--- src/rtl/fetch_queue_pkg.sv ---
// Shared CPU constants: fetch increment, reset vector and base opcodes.
package fetch_queue_pkg;

   localparam logic [31:0] PC_INC           = 32'd4;
   localparam logic [31:0] RESET_PC_DEFAULT = 32'h0000_0000;

   typedef enum logic [6:0] {
      OP_LOAD   = 7'b0000011,
      OP_IMM    = 7'b0010011,
      OP_AUIPC  = 7'b0010111,
      OP_STORE  = 7'b0100011,
      OP_REG    = 7'b0110011,
      OP_LUI    = 7'b0110111,
      OP_BRANCH = 7'b1100011,
      OP_JALR   = 7'b1100111,
      OP_JAL    = 7'b1101111
   } opcode_e;

   function automatic logic [6:0] opcode_of(input logic [31:0] inst);
      return inst[6:0];
   endfunction

endpackage

--- src/rtl/fetch_queue_sync_fifo.sv ---
// Synchronous FIFO with clear; storage is not reset, only pointers and count.
module sync_fifo #(
   parameter int WIDTH = 32,
   parameter int DEPTH = 4
) (
   input  logic                     clk,
   input  logic                     reset,
   input  logic                     push,
   input  logic                     pop,
   input  logic                     clear,
   input  logic [WIDTH-1:0]         wdata,
   output logic [WIDTH-1:0]         rdata,
   output logic [$clog2(DEPTH):0]   count
);

   localparam int PTR_W = $clog2(DEPTH);
   localparam int CNT_W = PTR_W + 1;

   logic [WIDTH-1:0] mem_q [DEPTH];
   logic [PTR_W-1:0] wr_ptr_q, wr_ptr_d;
   logic [PTR_W-1:0] rd_ptr_q, rd_ptr_d;
   logic [CNT_W-1:0] count_q, count_d;

   // Power-of-two depth lets the pointers wrap by plain overflow.
   always_comb begin
      wr_ptr_d = wr_ptr_q;
      rd_ptr_d = rd_ptr_q;
      count_d  = count_q;
      if (clear) begin
         wr_ptr_d = '0;
         rd_ptr_d = '0;
         count_d  = '0;
      end else begin
         if (push) begin
            wr_ptr_d = wr_ptr_q + PTR_W'(1);
         end else begin
            wr_ptr_d = wr_ptr_q;
         end
         if (pop) begin
            rd_ptr_d = rd_ptr_q + PTR_W'(1);
         end else begin
            rd_ptr_d = rd_ptr_q;
         end
         case ({push, pop})
            2'b10:   count_d = count_q + CNT_W'(1);
            2'b01:   count_d = count_q - CNT_W'(1);
            default: count_d = count_q;
         endcase
      end
   end

   always_ff @(posedge clk) begin
      if (reset) begin
         wr_ptr_q <= '0;
         rd_ptr_q <= '0;
         count_q  <= '0;
      end else begin
         wr_ptr_q <= wr_ptr_d;
         rd_ptr_q <= rd_ptr_d;
         count_q  <= count_d;
      end
   end

   always_ff @(posedge clk) begin
      if (push && !clear && !reset) begin
         mem_q[wr_ptr_q] <= wdata;
      end
   end

   assign rdata = mem_q[rd_ptr_q];
   assign count = count_q;

endmodule

--- src/rtl/fetch_queue.sv ---
// Instruction fetch queue: fetch-PC sequencing and redirect around a sync_fifo
// holding {instruction, pc+4} entries.
module fetch_queue
   import fetch_queue_pkg::*;
#(
   parameter int                DATA_W   = 32,
   parameter int                ADDR_W   = 32,
   parameter int                DEPTH    = 4,
   parameter logic [ADDR_W-1:0] RESET_PC = ADDR_W'(RESET_PC_DEFAULT)
) (
   input  logic                   clk,
   input  logic                   reset,
   input  logic                   flush,
   input  logic [ADDR_W-1:0]      redirect_pc,
   output logic [ADDR_W-1:0]      mem_addr,
   input  logic [DATA_W-1:0]      mem_rdata,
   output logic                   out_valid,
   input  logic                   out_ready,
   output logic [DATA_W-1:0]      out_inst,
   output logic [ADDR_W-1:0]      out_pc_plus_4,
   output logic [$clog2(DEPTH):0] count
);

   localparam int                CNT_W    = $clog2(DEPTH) + 1;
   localparam int                ENTRY_W  = DATA_W + ADDR_W;
   localparam logic [CNT_W-1:0]  FULL_CNT = CNT_W'(DEPTH);
   localparam logic [ADDR_W-1:0] INC      = ADDR_W'(PC_INC);

   logic [ADDR_W-1:0]  pc_q, pc_d;
   logic [ADDR_W-1:0]  pc_plus_4_s;
   logic               push_s, pop_s;
   logic [ENTRY_W-1:0] wdata_s, rdata_s;
   logic [CNT_W-1:0]   count_s;

   // out_ready only reaches pc_d, never mem_addr, which comes straight from pc_q.
   always_comb begin
      pc_plus_4_s = pc_q + INC;
      pop_s       = (count_s != '0) && out_ready && !flush;
      push_s      = ((count_s < FULL_CNT) || pop_s) && !flush;
      wdata_s     = {mem_rdata, pc_plus_4_s};
      if (flush) begin
         pc_d = redirect_pc;
      end else if (push_s) begin
         pc_d = pc_plus_4_s;
      end else begin
         pc_d = pc_q;
      end
   end

   always_ff @(posedge clk) begin
      if (reset) begin
         pc_q <= RESET_PC;
      end else begin
         pc_q <= pc_d;
      end
   end

   sync_fifo #(
      .WIDTH (ENTRY_W),
      .DEPTH (DEPTH)
   ) u_fifo (
      .clk   (clk),
      .reset (reset),
      .push  (push_s),
      .pop   (pop_s),
      .clear (flush),
      .wdata (wdata_s),
      .rdata (rdata_s),
      .count (count_s)
   );

   assign mem_addr      = pc_q;
   assign out_valid     = (count_s != '0);
   assign out_inst      = rdata_s[ENTRY_W-1:ADDR_W];
   assign out_pc_plus_4 = rdata_s[ADDR_W-1:0];
   assign count         = count_s;

endmodule

--- config.mk ---
export PLATFORM = sky130hd
export DESIGN_NAME = fetch_queue
export DESIGN_NICKNAME = d
export VERILOG_FILES = /design/src/rtl/fetch_queue_pkg.sv /design/src/rtl/fetch_queue_sync_fifo.sv /design/src/rtl/fetch_queue.sv
export SDC_FILE = /design/constraint.sdc
export NUM_CORES = 1
export LEC_CHECK = 0
export ABC_AREA = 0
export BUFFER_PORTS_ARGS = -buffer_cell sky130_fd_sc_hd__buf_2
export CAP_MARGIN = 25
export CORE_AREA = 2 2 181 183
export CTS_CLUSTER_SIZE = 8
export DETAILED_ROUTE_END_ITERATION = 8
export DIE_AREA = 0 0 183 185
export MAX_ROUTING_LAYER = met4
export PLACE_DENSITY = 0.54
export SLEW_MARGIN = 15
export SYNTH_ARGS = -nofsm -noshare
export SYNTH_HDL_FRONTEND = slang
export SYNTH_SLANG_ARGS = --single-unit
--- constraint.sdc ---
create_clock -name clk -period 4.8 [get_ports clk]
set_clock_uncertainty 0.15 [all_clocks]
set_input_delay 0.72 -clock clk [delete_from_list [all_inputs] [get_ports clk]]
set_output_delay 0.72 -clock clk [all_outputs]
set_load 0.01 [all_outputs]
==> results of run 1 <==
synth_stat cells, drive strengths merged (2+ instances only):
cell / number
o31ai: 7
nor3: 9
xor2: 17
ha: 6
o311ai: 3
a21boi: 2
a311oi: 11
xnor2: 24
or4b: 2
mux2i: 2
or4: 10
nand2: 30
o21ai: 4
a31o: 2
nor2: 43
a221o: 2
inv: 16
o211ai: 3
and2: 8
edfxtp: 256
and4: 4
a211oi: 10
nor4: 9
a31oi: 4
nand2b: 2
mux4: 64
dfxtp: 41
buf: 20
or3: 2
nor3b: 3
clkbuf: 26
nand3: 15
and3: 2
a21o: 2
o31a: 4
a21oi: 10
nand4: 16
area by class of cell:
class	instances	area, um^2	share of cell area (%)
Timing Repair Buffer	179	973	6.66
Inverter	16	60.1	0.411
Tap cell	408	510	3.49
Sequential cell	297	8520	58.3
Multi-Input combinational cell	340	3280	22.4
Clock inverter	2	28.8	0.197
Clock buffer	77	1250	8.53
worst max-delay path: stages (launching register included):
cell and delay [ns]:
dfxtp_4 0.73, buf_12 0.38, mux4_2 0.62, buf_2 0.17
through the flow:
stage / power, uW / hold slack, ns
floorplan: 3130 / 0.315
global placement: 3290 / 0.340
detailed placement: 3290 / 0.337
CTS: 6100 / 0.245
global route: 6230 / 0.249
finish: 6020 / 0.271
logic make-up after synthesis:
logic type               synth area share, %
AO/OA/AOI/OAI                           4.13
flip-flops                              70.8
adder cells (fa/ha/maj)                0.791
buffers and inverters                   2.13
XOR/XNOR                                2.99
AND/OR/NAND/NOR                         7.05
multiplexers                            12.2
power groups by stage:
stage	Clock [uW]	Combinational [uW]	Sequential, uW
2_1_floorplan	0	162	2970
3_3_place_gp	0	301	2990
3_5_place_dp	0	303	2990
4_1_cts	2860	305	2940
5_1_grt	2960	328	2940
6_report	2790	299	2940
registers in the layout (all words and copies together), names as in the netlist, named ones only:
signal,flops
mem_addr,32
u_fifo.wr_ptr_q,2
u_fifo.rd_ptr_q,2
u_fifo.count,3
u_fifo.mem_q,256
routing by layer:
layer / wire length [um] / vias to the layer above
li1: - / 3164
met1: 12900 / 3459
met2: 12400 / 280
met3: 1740 / 40
met4: 449 / 0
met5: 0 / -
worst paths after layout:
path | end | slack, ns
hold / removal | u_fifo.mem_q[1][46] | 0.27
setup / recovery | out_pc_plus_4[5] | 1.46
hold reg to reg | u_fifo.wr_ptr_q[1] | 0.34
setup reg to reg | u_fifo.mem_q[0][30] | 1.95
cells in the final DEF, fill, tap and decap left out, types with 6 or more instances in the layout:
cell	instances
xnor2_1	24
a211oi_1	10
nor3_1	9
xor2_1	17
clkbuf_16	45
buf_4	7
nor2_1	43
nor4_1	8
nand2_1	30
buf_2	168
nand4_1	14
a311oi_1	11
a21oi_1	10
o31ai_1	7
clkbuf_1	32
inv_1	16
or4_1	9
nand3_1	15
mux4_2	64
edfxtp_1	256
ha_1	6
dfxtp_1	39
==> metrics.txt, run 1 <==
Syn Inst Count 699; RR Startpoint mem_addr[13]; Core Area 32000 um^2; Hold Path Cell Cnt 1; number of global-route vias before repair 6948; via/cell ratio 5.26; crit share post-route 69.5%; overall routing resource usage 16.8%; Fillers 2821; first-pass GRT wire length 41600 um; Fmax 300 MHz; Clock Tree Root clkbuf_16; initial antenna violation count 0; CP Data Required Time 3.93 ns; Antenna Cells 0; total number of vias 6943; max_slew headroom 29.3%; Synth Register Bits 297; P_sw 1270 uW; Synth async-reset ratio 0%; DRT antenna net count 0; CTS Hold Bufs 0; DP Worst Slack 1.51 ns; Clock Sinks 297; cell area after layout 14600 um^2; Die Height 185 um; wire per inst 20.8 um; clk buf depth 3; peak supply drop 0.248 mV; final-report setup violation count 0; GR Util met3 2.89%; Cell variety after synth 50; warning count from the yosys run 0; gr ovfl total 0; GRT busiest layer met2; Ports 168; Layout Cells excl Fill 1319; Least-Margin Pin Slew 1.06 ns; Flop pwr share 48.8%; final WL 27500 um; met1 GRT Util 24.3%; power density over the cells 412 nW/um^2; die width 183 um; top-area cell type share of the netlist area 63.9%; Netlist Area Pre-Place 12000 um^2; Final WS setup 1.46 ns; Syn Nets 774; largest net degree at the start of global routing 65; sequential area share after synthesis 70.8%; switching part of the total 21.1%; Hold Vio Cnt, Final 0; Worst-Skew Late Latency 0.52 ns; TNS Setup 0 ns; die area 33900 um^2; Initial Util 37.5%; # DRC 0; met2 GRT Util 24.5%; First-pass DRT Iterations 5; placed cell areas 13300 um^2; Crit Path Class flip-flop to output port; FP Rows 66; global placement routability congestion 0.824; CTS tree done; P_int 4750 uW; Area Growth Syn to Fin 21.5%; final net count 952; Slew Viols, Final 0; Max-Cap Viols 0; RSZ-0062 raised after global routing false; Core Util, Final 45.6%; Clk pwr share 46.2%; IO buf count 167; Worst Hold Class input pin to flip-flop; Critical Path Start Type flip-flop; HP Start mem_rdata[14]; critical path arrival 2.47 ns; share of cells above drive strength 1 33.3%; Lkg Pwr 0.00497 uW; CP max FO 39; cell total after placement 1239; fin crit period 3.34 ns; Syn Area/Cell 17.2 um^2; Post-synth EDFFs 256; DP Wirelength 17600 um; Post-synth top flop edfxtp_1; TritonCTS buffer count 43; Post-CTS Repair Setup Buffers 0; post-cts resize count 0; top cells by area, synth edfxtp_1 (64%), mux4_2 (12%), dfxtp_1 (6.8%); Crit. End Element output port; status finished clean; H-tree Lvls 2; CTS clk-pin slew, worst paths 0.05 ns; number of DRC markers in iteration 0 480; Reg2Reg Depth 4; Logic pwr share 5.0%; Yosys top cell by area edfxtp_1
(Power assumes the default switching activity.)
==> inputs of run 2 (changes only) <==
clock period = 3.2 ns   (was 4.8 ns; I/O delays follow)
==> run 2 against run 1 <==
- global-route usage is 0.14 points lower
- die area is the same
- count of clock-buffer cells in the layout down 19
- core utilization down 0.059 points
- combinational power grew 55%
- highest routed layer unchanged
==> metrics.txt, run 2 (same netlist as run 1, synthesis figures left out) <==
share of cells above drive strength 1 34.1% (was 33.3%); die area 33900 um^2 (unchanged); CTS clk-pin slew, worst paths 0.05 ns (about the same); Worst Hold Class input pin to flip-flop (unchanged); fin crit period 2.73 ns; # DRC 0 (unchanged); Least-Margin Pin Slew 0.666 ns (was 1.06 ns); Initial Util 37.5% (unchanged); smallest hold slack 0.0406 ns (was 0.271 ns); most flop-heavy register u_fifo.mem_q (unchanged); Reg2Reg Depth 5 (was 4); Crit Path Class flip-flop to output port (unchanged); number of global-route vias before repair 6906 (was 6948); cell total after placement 1246 (was 1239); DRT antenna net count 0 (unchanged); Ports 168 (unchanged); FP Rows 66 (unchanged); P_int 6940 uW (was 4750 uW); switching part of the total 20.7% (was 21.1%); commonest non-fill, non-tap cells in the layout edfxtp_1 (256), buf_2 (167), mux4_2 (64), nor2_1 (43), clkbuf_16 (43) (was edfxtp_1 (256), buf_2 (168), mux4_2 (64), clkbuf_16 (45), nor2_1 (43)); Clock Tree Root clkbuf_16 (unchanged); Clock Sinks 297 (unchanged); Hold Vio Cnt, Final 0 (unchanged); Critical Path Start Type flip-flop (unchanged); Flop pwr share 50.3% (was 48.8%); largest net degree at the start of global routing 65 (unchanged); Crit. End Element output port (unchanged); initial antenna violation count 0 (unchanged); Fillers 2799 (was 2821); RR Startpoint mem_addr[3] (was mem_addr[13]); CTS Hold Bufs 0 (unchanged); DP Wirelength 17600 um (about the same); Antenna Cells 0 (unchanged); Hold Path Cell Cnt 1 (unchanged); Post-CTS Repair Setup Buffers 0 (unchanged); critical path arrival 2.10 ns (was 2.47 ns); global placement routability congestion 0.805 (was 0.824); status finished clean (unchanged); H-tree Lvls 2 (unchanged); TritonCTS buffer count 43 (unchanged); overall routing resource usage 16.6% (was 16.8%); total number of vias 6934 (was 6943); met1 GRT Util 23.5% (was 24.3%); GRT busiest layer met2 (unchanged); Die Height 185 um (unchanged); crit share post-route 85.3%; hold endpoint u_fifo.mem_q[2][40] (was u_fifo.mem_q[1][46]); CP Data Required Time 2.57 ns (was 3.93 ns); Core Util, Final 45.5% (was 45.6%); final-report setup violation count 0 (unchanged); Layout Cells excl Fill 1307 (was 1319); CP max FO 64 (was 39); Core Area 32000 um^2 (unchanged); HP Start mem_rdata[8] (was mem_rdata[14]); TNS Setup 0 ns (unchanged); via/cell ratio 5.31 (was 5.26); met2 GRT Util 25.0% (was 24.5%); First-pass DRT Iterations 5 (unchanged); Fmax 366 MHz; r2r endpoint mem_addr[18] (was u_fifo.mem_q[0][30]); peak supply drop 0.408 mV (was 0.248 mV); Worst-Skew Late Latency 0.51 ns (was 0.52 ns); Largest register FFs 256 (unchanged); most common cell after layout, fill and taps aside edfxtp_1 (unchanged); Clk pwr share 44.4% (was 46.2%); power density over the cells 600 nW/um^2 (was 412 nW/um^2); clk buf depth 3 (unchanged); Max-Cap Viols 0 (unchanged); wire per inst 20.9 um (was 20.8 um); Slew Viols, Final 0 (unchanged); RSZ-0062 raised after global routing false (unchanged); Area Growth Syn to Fin 21.4% (was 21.5%); final net count 959 (was 952); Lkg Pwr 0.00497 uW (about the same); P_sw 1810 uW (was 1270 uW); first-pass GRT wire length 41500 um (was 41600 um); die width 183 um (unchanged); Logic pwr share 5.3% (was 5.0%); max_slew headroom 54.4% (was 29.3%); IO buf count 167 (unchanged); number of DRC markers in iteration 0 472 (was 480); final WL 27300 um (was 27500 um); GR Util met3 3.32% (was 2.89%); R2R Setup Slk 0.62 ns (was 1.95 ns); CTS tree done (unchanged); gr ovfl total 0 (unchanged); post-cts resize count 0 (unchanged)
==> run 2: cell type report <==
type                    instances  area, um^2  area share (%)
well taps                     408         510            3.50
clock buffers                  58        1130            7.76
repair buffers                186        1090            7.44
inverters                      16        60.1           0.412
flip-flops and latches        297        8520            58.4
clock inverters                 2        17.5           0.120
multi-input cells             340        3270            22.4
==> run 2: worst max path at each step <==
stage	startpoint	cells after the start	endpoint	slack, ns
after floorplan	flush	5	u_fifo.mem_q[0][0]	0.31
after global placement	flush	5	u_fifo.mem_q[0][46]	0.50
after detailed placement	flush	5	u_fifo.mem_q[0][59]	0.46
after CTS	flip-flop	3	out_pc_plus_4[30]	0.37
after global routing	flip-flop	3	out_pc_plus_4[30]	0.31
final	flip-flop	3	out_pc_plus_4[4]	0.47
==> run 2: stage by stage <==
step                instance area (um^2)  setup WS, ns  total power, uW
floorplan                          12000         0.308             4700
global placement                   13400         0.501             4940
detailed placement                 13400         0.461             4940
CTS                                14600         0.371             8870
global route                       14600         0.308             9060
finish                             14600         0.470             8750
==> run 2: per-layer routing <==
metal	wire length (um)	vias up
li1	-	3156
met1	12700	3490
met2	12500	258
met3	1850	30
met4	297	0
met5	0	-
==> run 2: power by group through the flow <==
stage	Combinational (uW)	Clock (uW)	Sequential, uW
final	462	3890	4400
after global routing	507	4150	4410
after CTS	472	3990	4400
after detailed placement	469	0	4470
after global placement	466	0	4470
after floorplan	243	0	4460
==> run 2: worst max-delay path, cell delays in order, from the launching register on <==
cell     delay, ns
dfxtp_4       0.34
buf_12        0.43
mux4_2        0.63
buf_2         0.17
